===== src/rtl/imm_ext_pipe.sv =====
// rtl/imm_ext_pipe.sv - registered immediate generator with upper-immediate prefix capture (optional C-upper mode: IMM_EXT_UPPER_EN)
module imm_ext_pipe #(
    parameter int DATA_W       = 16,
    parameter int TB_W         = 4,
    parameter int TC_W         = 8,
    parameter int TD_W         = 12,
    parameter bit JUMP_FROM_PC = 1'b0,
    parameter logic [DATA_W-TD_W-1:0] JUMP_FILL = '1
) (
    input  logic                   clk,
    input  logic                   rst,
    input  logic                   in_valid,
    input  logic                   stall,
    input  logic                   flush,
    input  logic [2:0]             mode,
    input  logic [TB_W-1:0]        tb,
    input  logic [TC_W-1:0]        tc,
    input  logic [TD_W-1:0]        td,
    input  logic [DATA_W-TD_W-1:0] pc_hi,
    output logic                   out_valid,
    output logic [DATA_W-1:0]      out,
    output logic                   prefix_pending,
    output logic                   illegal
);

    localparam logic [2:0] M_B     = 3'b000;
    localparam logic [2:0] M_C     = 3'b001;
    localparam logic [2:0] M_D     = 3'b010;
    localparam logic [2:0] M_CZ    = 3'b011;
    localparam logic [2:0] M_PFX   = 3'b100;
`ifdef IMM_EXT_UPPER_EN
    localparam logic [2:0] M_UPPER = 3'b101;
`endif

    typedef enum logic {IDLE, PFX} state_t;

    state_t              state_q, state_d;
    logic [TC_W-1:0]     prefix_q, prefix_d;
    logic [DATA_W-1:0]   out_q, out_d;
    logic                out_valid_q, out_valid_d;
    logic                illegal_q, illegal_d;

    logic [TC_W+TB_W-1:0] comb_b;
    logic [TC_W+TC_W-1:0] comb_c;
    logic [63:0]          b_plain, b_pfx, c_plain, c_pfx, cz_plain, cz_pfx;
    logic [DATA_W-1:0]    d_val;
    logic                 pfx_active;

    // Operands are formed 64 bits wide so a prefixed field wider than DATA_W
    // simply truncates to its low DATA_W bits.
    assign pfx_active = (state_q == PFX);
    assign comb_b     = {prefix_q, tb};
    assign comb_c     = {prefix_q, tc};
    assign b_plain    = 64'(signed'(tb));
    assign b_pfx      = 64'(signed'(comb_b));
    assign c_plain    = 64'(signed'(tc));
    assign c_pfx      = 64'(signed'(comb_c));
    assign cz_plain   = 64'(tc);
    assign cz_pfx     = 64'(comb_c);
    assign d_val      = {(JUMP_FROM_PC ? pc_hi : JUMP_FILL), td};

    always_comb begin
        state_d     = state_q;
        prefix_d    = prefix_q;
        out_d       = out_q;
        out_valid_d = 1'b0;
        illegal_d   = 1'b0;
        if (stall) begin
            out_valid_d = out_valid_q;
            illegal_d   = illegal_q;
        end else if (flush) begin
            state_d  = IDLE;
            prefix_d = '0;
        end else if (in_valid) begin
            case (mode)
                M_B, M_C, M_CZ, M_D: begin
                    out_valid_d = 1'b1;
                    state_d     = IDLE;
                    prefix_d    = '0;
                    case (mode)
                        M_B:     out_d = pfx_active ? b_pfx[DATA_W-1:0]  : b_plain[DATA_W-1:0];
                        M_C:     out_d = pfx_active ? c_pfx[DATA_W-1:0]  : c_plain[DATA_W-1:0];
                        M_CZ:    out_d = pfx_active ? cz_pfx[DATA_W-1:0] : cz_plain[DATA_W-1:0];
                        default: out_d = d_val;
                    endcase
                end
                M_PFX: begin
                    state_d  = PFX;
                    prefix_d = tc;
                end
`ifdef IMM_EXT_UPPER_EN
                M_UPPER: begin
                    out_valid_d = 1'b1;
                    out_d       = cz_plain[DATA_W-1:0] << (DATA_W - TC_W);
                    state_d     = IDLE;
                    prefix_d    = '0;
                end
`endif
                default: begin
                    out_d     = '0;
                    illegal_d = 1'b1;
                end
            endcase
        end
    end

    always_ff @(posedge clk or posedge rst) begin
        if (rst) begin
            state_q     <= IDLE;
            prefix_q    <= '0;
            out_q       <= '0;
            out_valid_q <= 1'b0;
            illegal_q   <= 1'b0;
        end else begin
            state_q     <= state_d;
            prefix_q    <= prefix_d;
            out_q       <= out_d;
            out_valid_q <= out_valid_d;
            illegal_q   <= illegal_d;
        end
    end

    assign out            = out_q;
    assign out_valid      = out_valid_q;
    assign illegal        = illegal_q;
    assign prefix_pending = pfx_active;

endmodule


===== config.mk =====
export PLATFORM = sky130hd
export DESIGN_NAME = imm_ext_pipe
export DESIGN_NICKNAME = d
export VERILOG_FILES = /design/src/rtl/imm_ext_pipe.sv
export SDC_FILE = /design/constraint.sdc
export NUM_CORES = 1
export LEC_CHECK = 0
export CAP_MARGIN = 15
export CORE_MARGIN = 5
export CORE_UTILIZATION = 44
export DETAILED_ROUTE_END_ITERATION = 8
export MAX_ROUTING_LAYER = met4
export PLACE_DENSITY_LB_ADDON = 0.2
export SKIP_CTS_REPAIR_TIMING = 1
export SLEW_MARGIN = 20
export SYNTH_ARGS = -nofsm -noshare
export SYNTH_HDL_FRONTEND = slang
export SYNTH_SLANG_ARGS = --single-unit

===== constraint.sdc =====
create_clock -name clk -period 1.9 [get_ports clk]
set_clock_uncertainty 0.15 [all_clocks]
set_input_delay 0.285 -clock clk [delete_from_list [all_inputs] [get_ports clk]]
set_output_delay 0.285 -clock clk [all_outputs]
set_load 0.02 [all_outputs]

**Word-level counts from Yosys, hierarchy flattened**

Index checks and enable logic that the tools add are counted.

- Equality and inequality tests: 4
- Multiplexer cells: 17
- Bitwise gates (word level): 3
- Reductions and logical operators: 7

Operators by type and width:

| operator | count |
|---|---|
| $mux 16 | 3 |
| $pmux 16 s3 | 1 |
| $pmux 16 s2 | 1 |
| $mux 8 | 2 |
| $pmux 8 s2 | 1 |
| $mux 1 | 8 |
| $eq 3x2->1 const B | 2 |
| $reduce_or 5->1 | 1 |
| $reduce_and 4->1 | 1 |
| $reduce_or 4->1 | 1 |
| $eq 3x1->1 const B | 1 |
| $eq 3x3->1 const B | 1 |
| $logic_not 3->1 | 1 |
| $not 1->1 | 3 |
| $reduce_and 3->1 | 1 |
| $reduce_bool 3->1 | 1 |
| $pmux 1 s2 | 1 |
| $reduce_bool 2->1 | 1 |

- Flip-flop bits (word level): 27
- Input port bits: 36
- Output and inout bits: 19
- Logic and storage cells: 36

**Longest topological paths before layout**

- Depth after elaboration: 5
- Depth in mapped cells: 5
- Gate-level depth less buffers: 3

**Worst setup path after synthesis**

No wires, ideal clock.

- Path kind: reg2reg
- Start point: reg state_q (netlist: prefix_pending)
- End point: reg out_q[5] (netlist: out[5])
- Library setup time: 134 ps
- Arrival: 1404 ps
- Data required time: 1616 ps
- Setup slack: 212 ps
- Cell stages (with the launch flop): 5
- Buffers on the path: 1
- Period minus slack after synthesis: 1688 ps
- Path through: dfrtp_1 clkbuf_1 mux2_2 a22oi_1 o211ai_1

- Word-level cells in the longest chain between the ends: 3

RTL lines:

| element | RTL line | source |
|---|---|---|
| from (decl) | 37 | `state_t state_q, state_d;` |
| from (signal assigned) | 115 | `state_q <= state_d;` |
| $mux 16 | 81 | `M_B: out_d = pfx_active ? b_pfx[DATA_W-1:0] : b_plain[DATA_W-1:0];` |
| $pmux 16 s3 | 80 | `case (mode)` |
| $pmux 16 s2 | 75 | `case (mode)` |
| to (signal assigned) | 117 | `out_q <= out_d;` |
| to (decl) | 39 | `logic [DATA_W-1:0] out_q, out_d;` |

Every way passes these cells.
A chain may end at the register's enable or synchronous reset.

**Worst setup path in the final report**

- Start point: reg out_q[14] (netlist: out[14])
- End point: out out[14]

RTL lines:

| element | RTL line | source |
|---|---|---|
| to (decl) | 21 | `output logic [DATA_W-1:0] out,` |

No word-level cell between the ends.

==> results.md <==
- Register Area: 677 um^2
- Routed wire length per instance: 16.2 um
- Vias in the first global route: 1519
- Placer Congestion: 0.944
- Root Buffer: clkbuf_4
- Die ar.: 4560 um^2
- Setup CP Type: reg2out
- RSZ-0062 raised after global routing: false
- Global route hottest layer: met2
- Drt pass-1 iters: 4
- CORE AREA: 3100 um^2
- Largest net degree at the start of global routing: 28
- Fin. Hold Viols: 0
- Arr. time, crit path: 1.34 ns
- CP max-delay cell: clkdlybuf4s50_1
- Endpoint class of the critical path: primary output
- Die height: 67.5 um
- Fill count: 274
- Worst VDD drop: 0.499 mV
- P_sw: 0.000426 W
- H-Tree Level Count: 1
- Total grt overflow: 0
- Register-to-register setup slack: 0.27 ns
- Sink Count: 27
- Post-synthesis sequential area ratio: 0.464
- First-pass GRT wire length: 6800 um
- Share of layout cells above drive strength 1: 0.147
- Clock Power Share: 0.185
- R2r startpoint: prefix_pending
- Syn_area_per_cell: 9.91 um^2
- Critical Path, Cell by Cell: clkdlybuf4s50_1
- Final Cycle Share: 0.933
- # rows: 20
- Pwr Total: 0.00139 W
- Gr usage total: 0.204
- Total vias in the final route: 1447
- Reg-to-reg endpoint: out[15]
- Clk_lat worst skew: 0.34 ns
- Antenna violations before repair: 0
- Startpoint Class: flop
- Sw frac: 0.307
- Clock slew at reported path FFs: 0.15 ns
- Hpwl dp: 3240 um
- Post-Route WL: 4130 um
- Int Pwr: 0.000963 W
- Vias per cell: 5.67
- Reg2Reg Depth: 3
- Chip width: 67.5 um
- Layout Nets: 248
- Comb power frac: 0.331
- Netlist Area Pre-Place: 1460 um^2
- Number of diodes: 0
- Num CTS Buffers: 3
- Antenna-violating nets left: 0
- Worst-Margin Slew: 0.432 ns
- Number of synthesized flops with an enable pin: 0
- Final setup vio count: 0
- GR Layer Usage met2: 0.345
- Crit path max fanout: 2
- Gate Count Post-Synth: 147
- Port Buffers: 50
- Leakage: 0.905 nW
- Crit path buffers/inverters: 1
- Synth async-reset ratio: 1.00
- Status: complete, no violations
- Multi-input logic area: 717 um^2
- Worst path max stage delay: 0.62 ns
- Crit-path leading delay family: buffers and inverters
- Synthesis Warnings: 0
- TritonCTS clock tree: done
- Flop pwr share: 0.484
- Final min period: 1.77 ns
- Most common flop cell mapped by yosys: dfrtp_1
- Layout area overhead: 47.5%
- Setup TNS: 0 ns
- HP Class: in2async
- Max_slew headroom: 0.708
- Critical Path RT: 1.46 ns
- Pwr Density: 647 nW/um^2
- Effective utilization at floorplan: 0.469
- Syn nets: 183
- Max Fclk: 564 MHz
- DRT iter0 DRCs: 82
- DRC: 0
- # Max-Cap Violations: 0
- Clk buf depth: 2
- Final core occ: 0.692
- Slew Limit Fails: 0
- Met1 usage: 0.245
- GR Layer Usage met3: 0.0316
- Post-synthesis register bit count: 27
- Synth unique cells: 37
- Boundary Pins: 55
[Yosys cell counts (2+ instances only)]
master / number / area share
o21ai_0: 11 / 0.038
buf_2: 2 / 0.0069
a32o_1: 4 / 0.027
nor2b_1: 3 / 0.013
nand2b_1: 8 / 0.034
mux2_2: 4 / 0.031
dfrtp_1: 27 / 0.46
inv_1: 3 / 0.0077
o2bb2ai_1: 4 / 0.024
o21a_1: 3 / 0.015
o211ai_1: 8 / 0.041
a22o_1: 9 / 0.054
a21oi_1: 4 / 0.014
a22oi_1: 4 / 0.021
or3_1: 4 / 0.017
a211o_1: 3 / 0.018
nand3_1: 11 / 0.038
clkbuf_1: 6 / 0.015
nand2_1: 11 / 0.028
[power by group through the flow]
stage | sequential, W | combinational (W) | clock, W
detailed placement | 0.000685 | 0.000462 | 0
finish | 0.000672 | 0.000460 | 0.000257
floorplan | 0.000756 | 0.000131 | 0
global route | 0.000681 | 0.000494 | 0.000281
CTS | 0.000673 | 0.000464 | 0.000262
global placement | 0.000681 | 0.000454 | 0
[layout by cell type, fill, tap and decap left out, drive strengths merged, types with 2 or more instances in the layout]
cell and n:
or3 4, nor2b 3, a22oi 4, a211o 3, a22o 9, nand3 11
mux2 4, a21oi 4, o21a 3, buf 21, dfrtp 27, nand2 11
o21ai 11, o2bb2ai 4, o211ai 8, clkdlybuf4s50 49, inv 3, nand2b 8
or3b 2, clkbuf 3, a32o 4
[worst min-delay path, delay by kind of cell]
family | cells | cell delay [ns]
buf+inv | 3 | 0.76
[stage by stage]
step                worst slack [ns]  cells  cell area [um^2]  hold WS, ns
global placement              -0.171    251              2120        0.319
finish                         0.127    255              2150        0.129
detailed placement            -0.214    251              2120        0.315
floorplan                      0.212    147              1460        0.188
global route                  0.0427    255              2150        0.159
CTS                          -0.0866    255              2140        0.139
[cell families (layout without fill, tap and decap cells)]
group | Yosys count | after routing | synth area share
flip-flops | 27 | 27 | 0.464
AO/OA/AOI/OAI | 56 | 56 | 0.285
multiplexers | 4 | 4 | 0.0309
AND/OR/NAND/NOR | 46 | 46 | 0.176
buffers and inverters | 14 | 78 | 0.0438
[how the worst max path moves through the flow]
| stage | depth (start not counted) | to | slack [ns] | startpoint |
|---|---|---|---|---|
| after floorplan | 4 | out[5] | 0.21 | prefix_pending |
| after global placement | 4 | out[12] | -0.17 | in_valid |
| after detailed placement | 4 | out[12] | -0.21 | in_valid |
| after CTS | 1 | prefix_pending | -0.09 | prefix_pending |
| after global routing | 6 | out[1] | 0.04 | mode[2] |
| final | 1 | out[14] | 0.13 | out[14] |
[registers in the layout, indices dropped and copies added (netlist names)]
name / flops
prefix_q: 8
out_valid: 1
out: 16
prefix_pending: 1
illegal: 1
[final cells by class]
type | instances | share of cell area
clock buffers | 3 | 0.0105
repair buffers | 71 | 0.308
flip-flops and latches | 27 | 0.315
multi-input cells | 106 | 0.334
inverters | 3 | 0.00524
well taps | 44 | 0.0256
clock inverters | 1 | 0.00233
[routing by layer]
metal	wire length, um	up-vias
met5	0	-
met4	57	0
met3	241	5
met2	2110	51
met1	1720	703
li1	-	688
Note: power is estimated with default switching activity, not from simulation.
